$ cat src/rtl/rca_pkg.sv
// Shared constants for the ripple-carry adder slice.
// Latency: n/a (declarations only).
// Backpressure: n/a.
//
// Contents: RCA_DEFAULT_WIDTH, the operand width used when the adder is
// instantiated without an explicit WIDTH override.
package rca_pkg;

  localparam int RCA_DEFAULT_WIDTH = 8;

endpackage : rca_pkg

$ cat src/rtl/full_adder.sv
// One-bit full adder, the ripple stage of the adder chain.
// Latency: purely combinational.
// Backpressure: none.
//
// Ports:
//   a, b  - operand bits
//   cin   - carry into this bit
//   s     - sum bit
//   cout  - carry out of this bit
module full_adder (
  input  logic a,
  input  logic b,
  input  logic cin,
  output logic s,
  output logic cout
);

  logic p;  // propagate: carry-in passes through when exactly one operand bit is set

  assign p    = a ^ b;
  assign s    = p ^ cin;
  assign cout = (a & b) | (cin & p);

endmodule : full_adder

$ cat src/rtl/ripple_carry_adder.sv
// Registered WIDTH-bit ripple-carry adder: {carry_out, sum} = a + b + carry_in.
// Latency: 1 cycle, one addition per cycle, back-to-back in_valid supported.
// Backpressure: none; results captured only when in_valid, otherwise held.
//
// Ports:
//   clk, rst_n          - clock and asynchronous active-low reset
//   in_valid            - a, b, carry_in valid this cycle
//   a, b, carry_in      - unsigned operands and carry into bit 0
//   sum, carry_out      - registered result (held while in_valid is low)
//   out_valid           - registered copy of in_valid, marks a fresh result
module ripple_carry_adder
  import rca_pkg::*;
#(
  parameter int WIDTH = RCA_DEFAULT_WIDTH
) (
  input  logic             clk,
  input  logic             rst_n,
  input  logic             in_valid,
  input  logic [WIDTH-1:0] a,
  input  logic [WIDTH-1:0] b,
  input  logic             carry_in,
  output logic [WIDTH-1:0] sum,
  output logic             carry_out,
  output logic             out_valid
);

  // Carry chain: c[i] enters bit i, c[WIDTH] is the final carry out.
  logic [WIDTH:0]   c;
  logic [WIDTH-1:0] s;

  assign c[0] = carry_in;

  // Each stage waits on the previous stage's carry; this chain is the
  // critical path from a/b/carry_in to the result register D input.
  for (genvar i = 0; i < WIDTH; i++) begin : g_fa
    full_adder u_fa (
      .a    (a[i]),
      .b    (b[i]),
      .cin  (c[i]),
      .s    (s[i]),
      .cout (c[i+1])
    );
  end

  logic [WIDTH-1:0] sum_q, sum_d;
  logic             carry_out_q, carry_out_d;
  logic             out_valid_q;

  // Result registers only load on valid input; otherwise keep the last result.
  always_comb begin
    sum_d       = sum_q;
    carry_out_d = carry_out_q;
    if (in_valid) begin
      sum_d       = s;
      carry_out_d = c[WIDTH];
    end
  end

  always_ff @(posedge clk or negedge rst_n) begin
    if (!rst_n) begin
      sum_q       <= '0;
      carry_out_q <= 1'b0;
      out_valid_q <= 1'b0;
    end else begin
      sum_q       <= sum_d;
      carry_out_q <= carry_out_d;
      out_valid_q <= in_valid;
    end
  end

  assign sum       = sum_q;
  assign carry_out = carry_out_q;
  assign out_valid = out_valid_q;

endmodule : ripple_carry_adder

$ cat config.mk
export PLATFORM = sky130hd
export DESIGN_NAME = ripple_carry_adder
export DESIGN_NICKNAME = d
export VERILOG_FILES = /design/src/rtl/rca_pkg.sv /design/src/rtl/full_adder.sv /design/src/rtl/ripple_carry_adder.sv
export SDC_FILE = /design/constraint.sdc
export NUM_CORES = 1
export LEC_CHECK = 0
export CAP_MARGIN = 20
export CELL_PAD_IN_SITES_DETAIL_PLACEMENT = 2
export CELL_PAD_IN_SITES_GLOBAL_PLACEMENT = 2
export CORE_ASPECT_RATIO = 0.8
export CORE_UTILIZATION = 23
export CTS_CLUSTER_DIAMETER = 30
export CTS_CLUSTER_SIZE = 40
export DETAILED_ROUTE_END_ITERATION = 8
export PLACE_DENSITY_LB_ADDON = 0.1
export SYNTH_ARGS = -nofsm -noshare
export SYNTH_HDL_FRONTEND = slang
export SYNTH_SLANG_ARGS = --single-unit
$ cat constraint.sdc
create_clock -name clk -period 0.93 [get_ports clk]
set_clock_uncertainty 0.1 [all_clocks]
set_input_delay 0.2325 -clock clk [delete_from_list [all_inputs] [get_ports clk]]
set_output_delay 0.2325 -clock clk [all_outputs]
set_load 0.03 [all_outputs]
==> results.py, run 1 <==
metrics = {
    "job": {
        "maxCapViolCount": 0,
    },
    "timing": {
        "setup_viol": 18,
        "finalCriticalPeriod_ps": 3230,
        "rsz0062_at_grt": "yes",
        "worst_slew_pin_slew_ps": 114,
        "final-hold-violation-count": 0,
        "holdWs_ps": 203,
        "max_slew_margin_pct": 92.2,
        "period_share_pct": 347,
        "fmaxAchievable_mhz": 310,
        "report.final.slew_viol_count": 0,
        "worst_slack_ps": -2300,
    },
    "clock_tree": {
        "insertion_delay_ps": 260,
        "max-clock-path-buffers": 2,
        "cts-root-buf": "clkbuf_4",
        "cts.clk_slew.worst_paths_ps": 60,
        "htree_levels": 1,
        "clock_sinks": 10,
        "cts_tree": "done",
        "cts-buffers-inserted": 3,
    },
    "detailed_routing": {
        "highest_layer": "met4",
        "vias_per_cell": 4.10,
        "dr_wl_met3_um": 76,
        "wl_um": 1210,
        "dr.pass1.iters": 6,
        "wl_met1_um": 477,
        "drt_iter0_drc": 8,
        "drc": 2,
        "wl_per_cell_um": 11.8,
        "detail-route-antenna-nets": 0,
        "wl_met2_um": 645,
        "via_count": 422,
    },
    "grt": {
        "grt_max_degree": 11,
        "grt_pass1_wl_um": 2000,
        "gr-total-overflow": 0,
        "first_global_vias": 477,
        "antenna_found_initial": 0,
        "grtUsageTotal_pct": 10.6,
    },
    "critical_path": {
        "required_ps": 1020,
        "criticalPathCategory": "input pin to register",
        "cp_max_fo": 1,
        "cp-end-kind": "register",
        "cp-start-kind": "input pin",
        "cp.arrival_ps": 3320,
    },
    "cells_and_area": {
        "regArea_um2": 250,
        "fill_cells": 233,
        "multi_input_area_um2": 297,
        "nets": 108,
        "antenna_cells": 0,
        "finalCoreUtilization_pct": 46.9,
        "drive_gt1_share_pct": 55.1,
        "syn2layout_area_growth_pct": 84.1,
    },
    "floorplanning": {
        "design.core.area_um2": 2250,
        "boundaryPins": 30,
        "dieArea_um2": 2700,
        "start_util_pct": 25.5,
        "die_x_um": 57.9,
        "row_count": 15,
        "die_h_um": 46.7,
    },
    "pwr": {
        "leakagePower_nw": 0.493,
        "power.share.sequential_pct": 34.7,
        "p_per_area_nw_per_um2": 1610,
        "p_int_mw": 1.15,
        "p_switching_mw": 0.558,
        "p_comb_share_pct": 48.9,
        "peakVddDrop_v": 0.000479,
        "swShare_pct": 32.7,
        "power_frac_clock_pct": 16.4,
    },
    "yosys": {
        "ys_types": 8,
        "syn_avg_cell_area_um2": 15.1,
        "netlist_top_cells_area": "dfrtp_1 (44%), fa_1 (28%), mux2_4 (16%)",
        "synth_top_area_share_pct": 43.6,
        "syn-instance-count": 38,
        "synth_top_area_cell": "dfrtp_1",
        "synth_fp_nets": 66,
        "ys_seq_elements": 10,
        "yosysSeqAreaShare_pct": 43.6,
        "yosysWarnings": 0,
        "syn-cell-area_um2": 574,
    },
    "placed_design": {
        "routabilityCongestion": 0.603,
        "dp_hpwl_um": 1040,
        "port_buffers": 29,
    },
    "worst_hold_path": {
        "hold_class": "input pin to async pin",
    },
    "run_status": {
        "violations": "design-rule violations, negative setup slack",
        "run_status": "finished with violations",
    },
}
-- final cells by class --
type                            count  area share [%]
Tap cell                           25            2.96
Timing Repair Buffer               38            38.1
Inverter                            9            5.09
Multi-Input combinational cell     18            28.0
Clock buffer                        3            2.13
Sequential cell                    10            23.7
-- worst max-delay path: stages --
cell and delay, ps:
buf_8 110, inv_12 40, fa_2 180, inv_2 40, fa_2 340, fa_2 360, fa_2 350, fa_2 350
fa_2 360, fa_2 360, inv_2 60, fa_1 410, mux2i_1 140
-- layout by cell type, fill, tap and decap left out --
| cell type | n |
|---|---|
| inv_12 | 1 |
| dfrtp_1 | 10 |
| fa_1 | 1 |
| buf_4 | 7 |
| nor2_1 | 1 |
| clkdlybuf4s50_1 | 13 |
| a21oi_1 | 1 |
| mux2i_1 | 2 |
| fa_2 | 7 |
| buf_8 | 2 |
| buf_6 | 11 |
| clkinv_4 | 1 |
| dlygate4sd2_1 | 3 |
| inv_1 | 4 |
| mux2_4 | 6 |
| inv_2 | 2 |
| buf_12 | 2 |
| inv_4 | 1 |
| clkbuf_4 | 3 |
-- power by group through the flow --
stage | clock network, mW | registers, mW | logic, mW
global route | 0.317 | 0.602 | 0.892
CTS | 0.298 | 0.593 | 0.807
floorplan | 0 | 0.760 | 0.206
finish | 0.280 | 0.592 | 0.834
detailed placement | 0 | 0.585 | 0.710
global placement | 0 | 0.588 | 0.690
-- stage by stage --
step           setup WS [ps]  setup TNS (ps)  instances  cell area (µm²)  power, mW
2_1_floorplan          -2330          -12470         38              609      0.965
3_3_place_gp           -3060          -18880         94              942       1.28
3_5_place_dp           -3100          -19150         94              942       1.29
4_1_cts                -2450          -14340        100             1030       1.70
5_1_grt                -2380          -14150        103             1060       1.81
6_report               -2300          -13490        103             1060       1.71
-- Yosys cell counts (all sizes together) --
cell type  instances
a21oi              1
inv                9
dfrtp             10
buf                1
nor2               1
mux2i              2
mux2               6
fa                 8
-- state kept, by name, indices dropped and copies added (netlist names) --
register	cells
carry_out	1
out_valid	1
sum	8
-- worst paths after layout --
path                            slack (ps)  startpoint  cells after the start  endpoint
worst max-delay path                 -2300        a[0]                     13    sum[7]
max in group asynchronous              420       rst_n                      2    sum[3]
worst max register to register         -70      sum[5]                      2    sum[5]
worst min-delay path                   200       rst_n                      2    sum[1]
worst min register to register         440      sum[7]                      2    sum[7]
min in group clk                       300    carry_in                      4    sum[0]
-- metal layers --
| metal | vias up | global-route usage (%) |
|---|---|---|
| li1 | 194 | - |
| met1 | 206 | 11.3 |
| met2 | 19 | 18.2 |
| met3 | 3 | 3.93 |
| met4 | 0 | 7.14 |
| met5 | - | 0 |
-- cell families (layout without fill, tap and decap cells) --
| logic type | after synthesis | count (layout) | synth area share, % |
|---|---|---|---|
| AO/OA/AOI/OAI | 1 | 1 | 0.871 |
| adder cells (fa/ha/maj) | 8 | 8 | 27.9 |
| buffers and inverters | 10 | 50 | 7.84 |
| flip-flops | 10 | 10 | 43.6 |
| multiplexers | 8 | 8 | 19.2 |
| AND/OR/NAND/NOR | 1 | 1 | 0.653 |
-- repair_timing --
item                       4_1_cts  5_1_grt
hold buffers                     0        0
setup endpoints to repair       19       18
pin swaps                        8        8
cloned                           0        0
resized for setup               32        3
setup buffers                    3        3
(Power assumes the default switching activity.)
==> run 2, diff against run 1 <==
--- a/config.mk
+++ b/config.mk
@@ -14,6 +14,8 @@
 export CTS_CLUSTER_SIZE = 40
 export DETAILED_ROUTE_END_ITERATION = 8
 export PLACE_DENSITY_LB_ADDON = 0.1
+export SETUP_SLACK_MARGIN = 0.2
+export SKIP_CTS_REPAIR_TIMING = 1
 export SYNTH_ARGS = -nofsm -noshare
 export SYNTH_HDL_FRONTEND = slang
 export SYNTH_SLANG_ARGS = --single-unit
==> run 2 against run 1 <==
  * The run still ends with design-rule violations, negative setup slack left
  * First-iteration DRC count is 50% lower
  * Register-to-register slack worse by 20 ps
  * Cell count is 1.9% lower
  * Flip-flop and latch count stayed put
  * Global-route usage is 1.9 points higher
  * Core utilization is 0.61 points higher
  * Total power is 6.6% higher
  * Highest routed layer unchanged
==> results.py, run 2 (synthesized netlist as in run 1, its figures left out) <==
metrics = {
    "critical_path": {
        "crit_chain": "buf_8 -> inv_12 -> fa_2 -> inv_2 -> fa_2 -> fa_2 -> fa_2 -> fa_2 -> fa_2 -> fa_2 -> inv_2 -> fa_1 -> mux2i_1",
        "cp-start-kind": "input pin",
        "cp_max_fo": 1,
        "reg2reg_slack_ps": -90,
        "cp_top_family": "adder cells",
        "r2r_end": "sum[5]",
        "cpPeakStageDelay_ps": 410,
        "criticalPathCategory": "input pin to register",
        "r2r_cells": 2,
        "cp-end-kind": "register",
        "critical_path.slowest_cell": "fa_2",
        "required_ps": 1030,
        "critPathBufInv": 4,
        "r2r-start": "sum[5]",
        "cp_common_cell": "fa_2",
        "cp.arrival_ps": 3450,
    },
    "timing": {
        "period_share_pct": 360,
        "worst_slew_pin_slew_ps": 123,
        "setup_viol": 18,
        "report.final.slew_viol_count": 0,
        "rsz0062_at_grt": "yes",
        "fmaxAchievable_mhz": 298,
        "finalCriticalPeriod_ps": 3350,
        "worst_slack_ps": -2420,
        "final-hold-violation-count": 0,
        "max_slew_margin_pct": 91.5,
    },
    "floorplanning": {
        "dieArea_um2": 2700,
        "start_util_pct": 25.5,
        "die_x_um": 57.9,
        "row_count": 15,
        "design.core.area_um2": 2250,
        "die_h_um": 46.7,
        "boundaryPins": 30,
    },
    "clock_tree": {
        "clock_sinks": 10,
        "cts-root-buf": "clkbuf_4",
        "insertion_delay_ps": 270,
        "max-clock-path-buffers": 2,
        "cts.clk_slew.worst_paths_ps": 70,
        "cts-buffers-inserted": 3,
        "htree_levels": 1,
        "cts_tree": "done",
    },
    "grt": {
        "grtUsageTotal_pct": 12.5,
        "gr-total-overflow": 0,
        "antenna_found_initial": 0,
        "grt_max_degree": 11,
        "first_global_vias": 473,
        "grt_pass1_wl_um": 2290,
    },
    "run_status": {
        "run_status": "finished with violations",
        "violations": "design-rule violations, negative setup slack",
    },
    "detailed_routing": {
        "vias_per_cell": 4.09,
        "wl_per_cell_um": 13.8,
        "drc": 2,
        "drt_iter0_drc": 4,
        "wl_um": 1400,
        "dr.pass1.iters": 5,
        "detail-route-antenna-nets": 0,
        "via_count": 413,
    },
    "placed_design": {
        "dp_hpwl_um": 1190,
        "routabilityCongestion": 0.597,
        "port_buffers": 29,
        "place_ws_ps": -3110,
        "placed_cells": 94,
    },
    "pwr": {
        "total_power_mw": 1.82,
        "leakagePower_nw": 0.500,
        "p_per_area_nw_per_um2": 1700,
        "peakVddDrop_v": 0.000574,
    },
    "cells_and_area": {
        "mostFrequentLayoutCell": "clkdlybuf4s50_1",
        "nets": 105,
        "syn2layout_area_growth_pct": 86.5,
        "fill_cells": 209,
        "mostFrequentLayoutCells": "clkdlybuf4s50_1 (13), buf_6 (12), dfrtp_2 (9)",
        "largest_register_ffs": 8,
        "drive_gt1_share_pct": 67.1,
        "stdcell_count": 101,
        "antenna_cells": 0,
    },
    "worst_hold_path": {
        "hold_class": "input pin to async pin",
    },
    "job": {
        "maxCapViolCount": 0,
    },
}
## run 2: how the worst max path moves through the flow
stage          from     end  depth (start not counted)
2_1_floorplan  a[0]  sum[7]                         12
3_3_place_gp   a[0]  sum[7]                         13
3_5_place_dp   a[0]  sum[7]                         13
4_1_cts        a[0]  sum[7]                         13
5_1_grt        a[0]  sum[7]                         13
6_report       a[0]  sum[7]                         13
## run 2: power breakdown
| group | internal [mW] | switching (mW) |
|---|---|---|
| Clock | 0.238 | 0.166 |
| Sequential | 0.539 | 0.0694 |
| Combinational | 0.443 | 0.363 |
## run 2: worst reg2reg max path, stage by stage, from the launching register on
cell	delay [ps]
dfrtp_2	410
buf_4	130
mux2_4	260
## run 2: metrics by stage
stage	area [µm²]	TNS (ps)	util, %	hold slack [ps]
floorplan	621	-12480	-	-163
global placement	953	-18890	42.3	402
detailed placement	953	-19200	42.3	408
CTS	990	-18990	43.9	177
global route	1070	-15430	47.6	171
finish	1070	-14600	47.6	176
## run 2: layer usage
metal / up-vias / wire [µm] / GRT usage, %
li1: 190 / - / -
met1: 201 / 602 / 14.7
met2: 18 / 689 / 20.2
met3: 4 / 63 / 3.65
met4: 0 / 42 / 8.57
met5: - / 0 / 0
## run 2: cell type report
type / instances / area [µm²] / area share (%)
timing repair buffer: 35 / 388 / 36.2
multi-input combinational: 18 / 300 / 28.0
sequential: 10 / 262 / 24.4
inverter: 9 / 53.8 / 5.02
clock buffer: 4 / 36.3 / 3.39
tap: 25 / 31.3 / 2.92
